--- config.mk ---
export PLATFORM = sky130hd
export DESIGN_NAME = instr_decoder_pipe
export DESIGN_NICKNAME = d
export VERILOG_FILES = /design/src/rtl/decoder_pkg.sv /design/src/rtl/instr_decode_comb.sv /design/src/rtl/instr_decoder_pipe.sv
export SDC_FILE = /design/constraint.sdc
export NUM_CORES = 1
export LEC_CHECK = 0
export CAP_MARGIN = 20
export CELL_PAD_IN_SITES_DETAIL_PLACEMENT = 1
export CELL_PAD_IN_SITES_GLOBAL_PLACEMENT = 1
export CORE_MARGIN = 2
export CORE_UTILIZATION = 31
export DETAILED_ROUTE_END_ITERATION = 10
export HOLD_SLACK_MARGIN = 0.02
export MAX_ROUTING_LAYER = met4
export PLACE_DENSITY = 0.9
export SLEW_MARGIN = 10
export SYNTH_ARGS = -nofsm -noshare
export SYNTH_HDL_FRONTEND = slang
export SYNTH_SLANG_ARGS = --single-unit
--- constraint.sdc ---
create_clock -name clk -period 2.8 [get_ports clk]
set_clock_uncertainty 0.15 [all_clocks]
set_input_delay 0.42 -clock clk [delete_from_list [all_inputs] [get_ports clk]]
set_output_delay 0.42 -clock clk [all_outputs]
set_load 0.01 [all_outputs]
--- src/rtl/decoder_pkg.sv ---
// Shared types and encodings for the CHIP-8 style instruction decoder pipeline.
package decoder_pkg;

  typedef enum logic [5:0] {
    OP_NONE = 6'd0,
    OP_CLS, OP_RET, OP_SYS, OP_JP, OP_CALL,
    OP_SE_IMM, OP_SNE_IMM, OP_SE_REG, OP_LD_IMM, OP_ADD_IMM,
    OP_LD_REG, OP_OR, OP_AND, OP_XOR, OP_ADD_REG, OP_SUB, OP_SHR, OP_SUBN, OP_SHL,
    OP_SNE_REG, OP_LD_I, OP_JP_V0, OP_RND, OP_DRW, OP_SKP, OP_SKNP,
    OP_LD_VX_DT, OP_LD_VX_K, OP_LD_DT_VX, OP_LD_ST_VX, OP_ADD_I_VX,
    OP_LD_F_VX, OP_LD_B_VX, OP_LD_I_VX, OP_LD_VX_I
  } op_e;

  typedef enum logic {S_HI, S_LO} asm_state_e;

  // Instruction class selected by the top nibble.
  localparam logic [3:0] NIB_SYS     = 4'h0;
  localparam logic [3:0] NIB_JP      = 4'h1;
  localparam logic [3:0] NIB_CALL    = 4'h2;
  localparam logic [3:0] NIB_SE_IMM  = 4'h3;
  localparam logic [3:0] NIB_SNE_IMM = 4'h4;
  localparam logic [3:0] NIB_SE_REG  = 4'h5;
  localparam logic [3:0] NIB_LD_IMM  = 4'h6;
  localparam logic [3:0] NIB_ADD_IMM = 4'h7;
  localparam logic [3:0] NIB_ALU     = 4'h8;
  localparam logic [3:0] NIB_SNE_REG = 4'h9;
  localparam logic [3:0] NIB_LD_I    = 4'hA;
  localparam logic [3:0] NIB_JP_V0   = 4'hB;
  localparam logic [3:0] NIB_RND     = 4'hC;
  localparam logic [3:0] NIB_DRW     = 4'hD;
  localparam logic [3:0] NIB_KEY     = 4'hE;
  localparam logic [3:0] NIB_MISC    = 4'hF;

  localparam logic [15:0] INSTR_CLS = 16'h00E0;
  localparam logic [15:0] INSTR_RET = 16'h00EE;

  localparam logic [7:0] E_SKP  = 8'h9E;
  localparam logic [7:0] E_SKNP = 8'hA1;

  localparam logic [7:0] F_LD_VX_DT = 8'h07;
  localparam logic [7:0] F_LD_VX_K  = 8'h0A;
  localparam logic [7:0] F_LD_DT_VX = 8'h15;
  localparam logic [7:0] F_LD_ST_VX = 8'h18;
  localparam logic [7:0] F_ADD_I_VX = 8'h1E;
  localparam logic [7:0] F_LD_F_VX  = 8'h29;
  localparam logic [7:0] F_LD_B_VX  = 8'h33;
  localparam logic [7:0] F_LD_I_VX  = 8'h55;
  localparam logic [7:0] F_LD_VX_I  = 8'h65;

  function automatic bit fetch_w_legal(input int unsigned w);
    return (w == 8) || (w == 16);
  endfunction

endpackage

--- src/rtl/instr_decode_comb.sv ---
// Combinational decode of one 16-bit instruction word into an opcode and an illegal flag.
module instr_decode_comb
  import decoder_pkg::*;
#(
  parameter bit STRICT = 1'b0
) (
  input  logic [15:0] instr_i,
  output op_e         op_o,
  output logic        illegal_o
);

  logic [3:0] n_w;
  logic [7:0] nn_w;

  assign n_w  = instr_i[3:0];
  assign nn_w = instr_i[7:0];

  // NOTE: every output gets a default first so no path through the case leaves it unassigned (no latch).
  always_comb begin
    op_o = OP_NONE;
    case (instr_i[15:12])
      NIB_SYS: begin
        if (instr_i == INSTR_CLS)      op_o = OP_CLS;
        else if (instr_i == INSTR_RET) op_o = OP_RET;
        else if (!STRICT)              op_o = OP_SYS;
      end
      NIB_JP:      op_o = OP_JP;
      NIB_CALL:    op_o = OP_CALL;
      NIB_SE_IMM:  op_o = OP_SE_IMM;
      NIB_SNE_IMM: op_o = OP_SNE_IMM;
      NIB_SE_REG:  if (n_w == 4'h0) op_o = OP_SE_REG;
      NIB_LD_IMM:  op_o = OP_LD_IMM;
      NIB_ADD_IMM: op_o = OP_ADD_IMM;
      NIB_ALU: begin
        case (n_w)
          4'h0:    op_o = OP_LD_REG;
          4'h1:    op_o = OP_OR;
          4'h2:    op_o = OP_AND;
          4'h3:    op_o = OP_XOR;
          4'h4:    op_o = OP_ADD_REG;
          4'h5:    op_o = OP_SUB;
          4'h6:    op_o = OP_SHR;
          4'h7:    op_o = OP_SUBN;
          4'hE:    op_o = OP_SHL;
          default: op_o = OP_NONE;
        endcase
      end
      NIB_SNE_REG: if (n_w == 4'h0) op_o = OP_SNE_REG;
      NIB_LD_I:    op_o = OP_LD_I;
      NIB_JP_V0:   op_o = OP_JP_V0;
      NIB_RND:     op_o = OP_RND;
      NIB_DRW:     op_o = OP_DRW;
      NIB_KEY: begin
        case (nn_w)
          E_SKP:   op_o = OP_SKP;
          E_SKNP:  op_o = OP_SKNP;
          default: op_o = OP_NONE;
        endcase
      end
      NIB_MISC: begin
        case (nn_w)
          F_LD_VX_DT: op_o = OP_LD_VX_DT;
          F_LD_VX_K:  op_o = OP_LD_VX_K;
          F_LD_DT_VX: op_o = OP_LD_DT_VX;
          F_LD_ST_VX: op_o = OP_LD_ST_VX;
          F_ADD_I_VX: op_o = OP_ADD_I_VX;
          F_LD_F_VX:  op_o = OP_LD_F_VX;
          F_LD_B_VX:  op_o = OP_LD_B_VX;
          F_LD_I_VX:  op_o = OP_LD_I_VX;
          F_LD_VX_I:  op_o = OP_LD_VX_I;
          default:    op_o = OP_NONE;
        endcase
      end
      default: op_o = OP_NONE;
    endcase
    illegal_o = (op_o == OP_NONE);
  end

endmodule

--- src/rtl/instr_decoder_pipe.sv ---
// Registered decode stage between fetch and execute; optionally assembles words from two byte beats.
module instr_decoder_pipe
  import decoder_pkg::*;
#(
  parameter int unsigned FETCH_W = 16,
  parameter int unsigned PC_W    = 12,
  parameter bit          STRICT  = 1'b0,
  parameter int unsigned CNT_W   = 8
) (
  input  logic               clk,
  input  logic               rst,
  input  logic               flush,
  input  logic               in_valid,
  output logic               in_ready,
  input  logic [FETCH_W-1:0] in_data,
  input  logic [PC_W-1:0]    in_pc,
  output logic               out_valid,
  input  logic               out_ready,
  output op_e                out_op,
  output logic [3:0]         out_x,
  output logic [3:0]         out_y,
  output logic [3:0]         out_n,
  output logic [7:0]         out_nn,
  output logic [11:0]        out_nnn,
  output logic [15:0]        out_instr,
  output logic [PC_W-1:0]    out_pc,
  output logic               out_illegal,
  output logic [CNT_W-1:0]   illegal_cnt
);

  if (!fetch_w_legal(FETCH_W)) begin : g_bad_fetch_w
    $error("instr_decoder_pipe: FETCH_W must be 8 or 16");
  end

  localparam logic [CNT_W-1:0] CNT_MAX = '1;

  logic            out_valid_q;
  op_e             out_op_q;
  logic            out_illegal_q;
  logic [15:0]     out_instr_q;
  logic [PC_W-1:0] out_pc_q;
  logic [CNT_W-1:0] illegal_cnt_q, illegal_cnt_d;

  logic [15:0]     word_w;
  logic [PC_W-1:0] pc_w;
  logic            complete_w;
  logic            out_free_w;
  op_e             dec_op_w;
  logic            dec_illegal_w;

  assign out_free_w = !out_valid_q || out_ready;

  if (FETCH_W == 16) begin : g_w16
    assign in_ready   = out_free_w;
    assign word_w     = in_data;
    assign pc_w       = in_pc;
    assign complete_w = in_valid && out_free_w;
  end else begin : g_w8
    asm_state_e      state_q, state_d;
    logic [7:0]      hi_q;
    logic [PC_W-1:0] pc_q;
    logic            ready_w;
    logic            complete_d;

    always_comb begin
      state_d    = state_q;
      ready_w    = 1'b1;
      complete_d = 1'b0;
      case (state_q)
        S_HI: if (in_valid) state_d = S_LO;
        S_LO: begin
          ready_w = out_free_w;
          if (in_valid && out_free_w) begin
            complete_d = 1'b1;
            state_d    = S_HI;
          end
        end
        default: state_d = S_HI;
      endcase
    end

    // NOTE: sequential state uses non-blocking assignments so every flop samples pre-edge values.
    always_ff @(posedge clk) begin
      if (rst || flush) begin
        state_q <= S_HI;
        hi_q    <= '0;
        pc_q    <= '0;
      end else begin
        state_q <= state_d;
        if (in_valid && state_q == S_HI) begin
          hi_q <= in_data;
          pc_q <= in_pc;
        end
      end
    end

    assign in_ready   = ready_w;
    assign word_w     = {hi_q, in_data};
    assign pc_w       = pc_q;
    assign complete_w = complete_d;
  end

  instr_decode_comb #(.STRICT(STRICT)) u_decode (
    .instr_i  (word_w),
    .op_o     (dec_op_w),
    .illegal_o(dec_illegal_w)
  );

  always_comb begin
    illegal_cnt_d = illegal_cnt_q;
    if (complete_w && !flush && dec_illegal_w && illegal_cnt_q != CNT_MAX)
      illegal_cnt_d = illegal_cnt_q + 1'b1;
  end

  // Flush beats any load or unload; a load in the same cycle as an unload keeps out_valid high.
  always_ff @(posedge clk) begin
    if (rst) begin
      out_valid_q   <= 1'b0;
      out_op_q      <= OP_NONE;
      out_illegal_q <= 1'b0;
      out_instr_q   <= '0;
      out_pc_q      <= '0;
      illegal_cnt_q <= '0;
    end else begin
      illegal_cnt_q <= illegal_cnt_d;
      if (flush) begin
        out_valid_q <= 1'b0;
      end else if (complete_w) begin
        out_valid_q   <= 1'b1;
        out_op_q      <= dec_op_w;
        out_illegal_q <= dec_illegal_w;
        out_instr_q   <= word_w;
        out_pc_q      <= pc_w;
      end else if (out_ready) begin
        out_valid_q <= 1'b0;
      end
    end
  end

  assign out_valid   = out_valid_q;
  assign out_op      = out_op_q;
  assign out_illegal = out_illegal_q;
  assign out_instr   = out_instr_q;
  assign out_pc      = out_pc_q;
  assign out_x       = out_instr_q[11:8];
  assign out_y       = out_instr_q[7:4];
  assign out_n       = out_instr_q[3:0];
  assign out_nn      = out_instr_q[7:0];
  assign out_nnn     = out_instr_q[11:0];
  assign illegal_cnt = illegal_cnt_q;

endmodule

==> results.rst <==
.. list-table::
   :header-rows: 1

   * - Metric
     - Value
   * - Die ar.
     - 9590 µm²
   * - Ports placed on the boundary
     - 110
   * - Number of fill cells in the layout
     - 1035
   * - Relative max-transition margin
     - 60.2%
   * - Overflow after GRT
     - 0
   * - Setup TNS Final
     - 0 ps
   * - Slowest cell delay on critical path
     - 540 ps
   * - Simple logic cell fraction of the synthesized area
     - 28.8%
   * - Pins over their slew limit
     - 0
   * - CP max FO
     - 6
   * - Final worst-path cycle share
     - 98.1%
   * - Most common cell after layout, fill and taps aside
     - sky130_fd_sc_hd__clkdlybuf4s50_1
   * - Number of synthesized register bits
     - 44
   * - Pin count of the biggest net entering global routing
     - 39
   * - Routed length on met3
     - 368 µm
   * - Vias after detailed routing
     - 2981
   * - Hpwl dp
     - 7.20 mm
   * - Kind of cell adding the most delay to the critical path
     - buffers and inverters
   * - Startpoint class of the critical path
     - primary input
   * - Top layer in use
     - met4
   * - Count of antenna diodes in the layout
     - 0
   * - Vert. Die Dim
     - 97.9 µm
   * - Number of standard-cell rows in the floorplan
     - 34
   * - Post-DP Area
     - 4010 µm²
   * - Drt first pass iters
     - 4
   * - Met2 Wirelength
     - 4.97 mm
   * - Minimum clock period
     - 2750 ps
   * - Highest clock rate
     - 0.364 GHz
   * - Net count, final
     - 508
   * - Slew at the pin closest to its max-slew limit
     - 597 ps
   * - Areal power density over the cells
     - 350 nW/µm²
   * - Critical-path top delay cell
     - sky130_fd_sc_hd__or4b_4
   * - Number of enable-type register cells in the synthesized netlist
     - 0
   * - Hold buffers post-CTS
     - 0
   * - Number of buffers added on ports
     - 109
   * - Critical Path End Type
     - flop
   * - Tot GR Track Use
     - 20.0%
   * - Data required time at the worst endpoint
     - 2880 ps
   * - Count of max-cap constraint violations
     - 0
   * - Share of synthesized registers carrying an async set or reset
     - 0%
   * - Share of cell area taken by muxes after synthesis
     - 3.57%
   * - Sum of routed wire segments on met1
     - 4.17 mm
   * - Final Util
     - 49.6%
   * - Area added between synthesis and finish
     - 56.6%
   * - Worst Path Buf+Inv
     - 5
   * - Total wire length
     - 9.62 mm
   * - Post-route design area
     - 4280 µm²
   * - Cell depth of the worst min-delay path
     - 2
   * - RSZ-0062 raised after global routing
     - false
   * - Root buffer cell
     - sky130_fd_sc_hd__clkbuf_8
   * - Horizontal extent of the die
     - 97.9 µm
   * - WL/cell
     - 16.7 µm
   * - Critical Setup Path Class
     - in2reg
   * - Yosys warns
     - 0
   * - Most used cells in the layout excluding fill and tap cells
     - 96 x sky130_fd_sc_hd__clkdlybuf4s50_1, 65 x sky130_fd_sc_hd__nand2_1, 52 x sky130_fd_sc_hd__buf_4
   * - Synthesized Nets
     - 386
   * - Worst reg2reg path depth
     - 5
   * - Final hold viol count
     - 0
   * - Min-Delay Path Class
     - reg2reg
   * - Number of antenna violations at the first check in global routing
     - 0
   * - Count of nets left with antenna violations after detail routing
     - 0
   * - Cells along the critical path
     - dlygate4sd2_1 > buf_2 > buf_4 > and3_1 > a32o_1 > a2bb2oi_2 > o311a_1 > nand3b_1 > buf_6 > buf_12 > or4b_4 > a21oi_2
   * - Clock slew at the register clock pins of the worst setup and hold paths
     - 90 ps
   * - Worst setup slack after layout
     - 54.1 ps
   * - Combinational family with the most area after synthesis
     - simple AND/OR/NAND/NOR gates
   * - Number of gates on the worst path with buffers counted
     - 12
   * - Synthesized area per cell
     - 7.88 µm²
   * - Placeable Area
     - 8640 µm²
   * - Remaining design rule violation count
     - 0
   * - Final GP Congestion
     - 0.952
   * - TritonCTS clock tree
     - yes
   * - Number of clock sinks
     - 44
   * - Setup slack after placement
     - -599 ps
   * - Most common flop cell mapped by yosys
     - sky130_fd_sc_hd__dfxtp_1
   * - Register area
     - 881 µm²
   * - Via density per instance
     - 5.17
   * - Number of distinct library cells after synthesis
     - 55
   * - Footprint of the multi-input gates
     - 1540 µm²
   * - Post-synthesis share of cell area spent on xor and xnor gates
     - 0%
   * - Leakage power of the design
     - 1.65 nW
   * - DRT iter0 DRCs
     - 129
   * - Power consumption
     - 0.00150 W
   * - Result of the run
     - finished, final reports clean
   * - Post-Synth Adder-Cell Area
     - 2.75%
   * - Post-synthesis instance area
     - 2730 µm²
   * - Instance count of the mapped netlist
     - 347
   * - Fraction of final layout cells sized beyond drive strength 1
     - 20.7%
   * - Data arrival time of the worst path
     - 2820 ps
   * - Global-route wire length before repair
     - 15.4 mm
   * - Share of the yosys chip area belonging to registers
     - 32.2%
   * - Effective utilization at floorplan
     - 31.7%
   * - Worst VDD drop
     - 299 µV
   * - Vias in the first global route
     - 2988
   * - Finish-stage setup viols
     - 0
   * - CTS HTree Levels
     - 2
   * - Clock buffer depth
     - 2
   * - Number of buffers inserted during clock tree synthesis
     - 5
   * - Worst skew pair latency
     - 290 ps
   * - Synth Area in Compound Gates
     - 17.0%
[per-layer routing]
layer | up-vias | GRT usage [%]
li1 | 1422 | -
met1 | 1459 | 24.8
met2 | 90 | 35.3
met3 | 10 | 2.08
met4 | 0 | 3.74
met5 | - | -
[worst paths after layout]
check                 startpoint        endpoint  slack, ps
hold reg to reg        out_pc[0]       out_pc[0]        310
setup reg to reg  illegal_cnt[0]  illegal_cnt[1]        600
hold / removal         out_pc[0]       out_pc[0]        310
setup / recovery      in_data[3]  illegal_cnt[1]         50
[worst reg2reg max path: stages, from the launching register on]
cell	delay, ps
sky130_fd_sc_hd__dfxtp_1	400
sky130_fd_sc_hd__ha_1	270
sky130_fd_sc_hd__and3_1	220
sky130_fd_sc_hd__and3_1	360
sky130_fd_sc_hd__or4b_4	600
sky130_fd_sc_hd__a21oi_2	140
[where the power goes]
part / switching (W) / internal [W]
registers: 0.0000189 / 0.000651
logic: 0.000198 / 0.000230
clock network: 0.000229 / 0.000170
[registers in the layout, indices dropped and copies added (netlist names)]
register	count
out_instr	16
out_pc	12
illegal_cnt	8
out_op	6
out_illegal	1
out_valid	1
[area by class of cell]
type                            count  share of cell area [%]
Tap cell                          108                    3.16
Inverter                           11                   0.965
Clock buffer                        5                    1.61
Timing Repair Buffer              170                    37.3
Multi-Input combinational cell    237                    36.1
Clock inverter                      2                   0.292
Sequential cell                    44                    20.6
[kinds of logic (layout without fill, tap and decap cells)]
group           count (synthesis)  after routing
mux                             9              9
compound gates                 72             72
flops                          44             44
simple gates                  150            150
fa+ha+maj                       6              6
buf+inv                        66            188
[synth_stat cells, types with 5 or more instances]
cell	number	area, µm²
sky130_fd_sc_hd__nand3_1	8	40.0
sky130_fd_sc_hd__nor2b_1	10	62.6
sky130_fd_sc_hd__clkbuf_1	10	37.5
sky130_fd_sc_hd__nand4_1	5	31.3
sky130_fd_sc_hd__buf_6	6	67.6
sky130_fd_sc_hd__nor3_1	5	25.0
sky130_fd_sc_hd__and3_1	7	43.8
sky130_fd_sc_hd__inv_1	11	41.3
sky130_fd_sc_hd__dfxtp_1	44	881
sky130_fd_sc_hd__nor2_1	23	86.3
sky130_fd_sc_hd__a21oi_1	36	180
sky130_fd_sc_hd__ha_1	6	75.1
sky130_fd_sc_hd__nand2_1	65	244
sky130_fd_sc_hd__buf_4	35	263
[repair_timing]
action	CTS	global route
resized for setup	31	13
buffers inserted	4	0
setup endpoints to repair	8	8
gates cloned	2	0
pin swaps	5	7
[metrics by stage]
step | hold WS [ps] | cells
6_report | 310 | 577
5_1_grt | 338 | 577
4_1_cts | 299 | 577
3_5_place_dp | 300 | 564
3_3_place_gp | 291 | 564
2_1_floorplan | 331 | 347
Power figures use the tool's default switching activity.
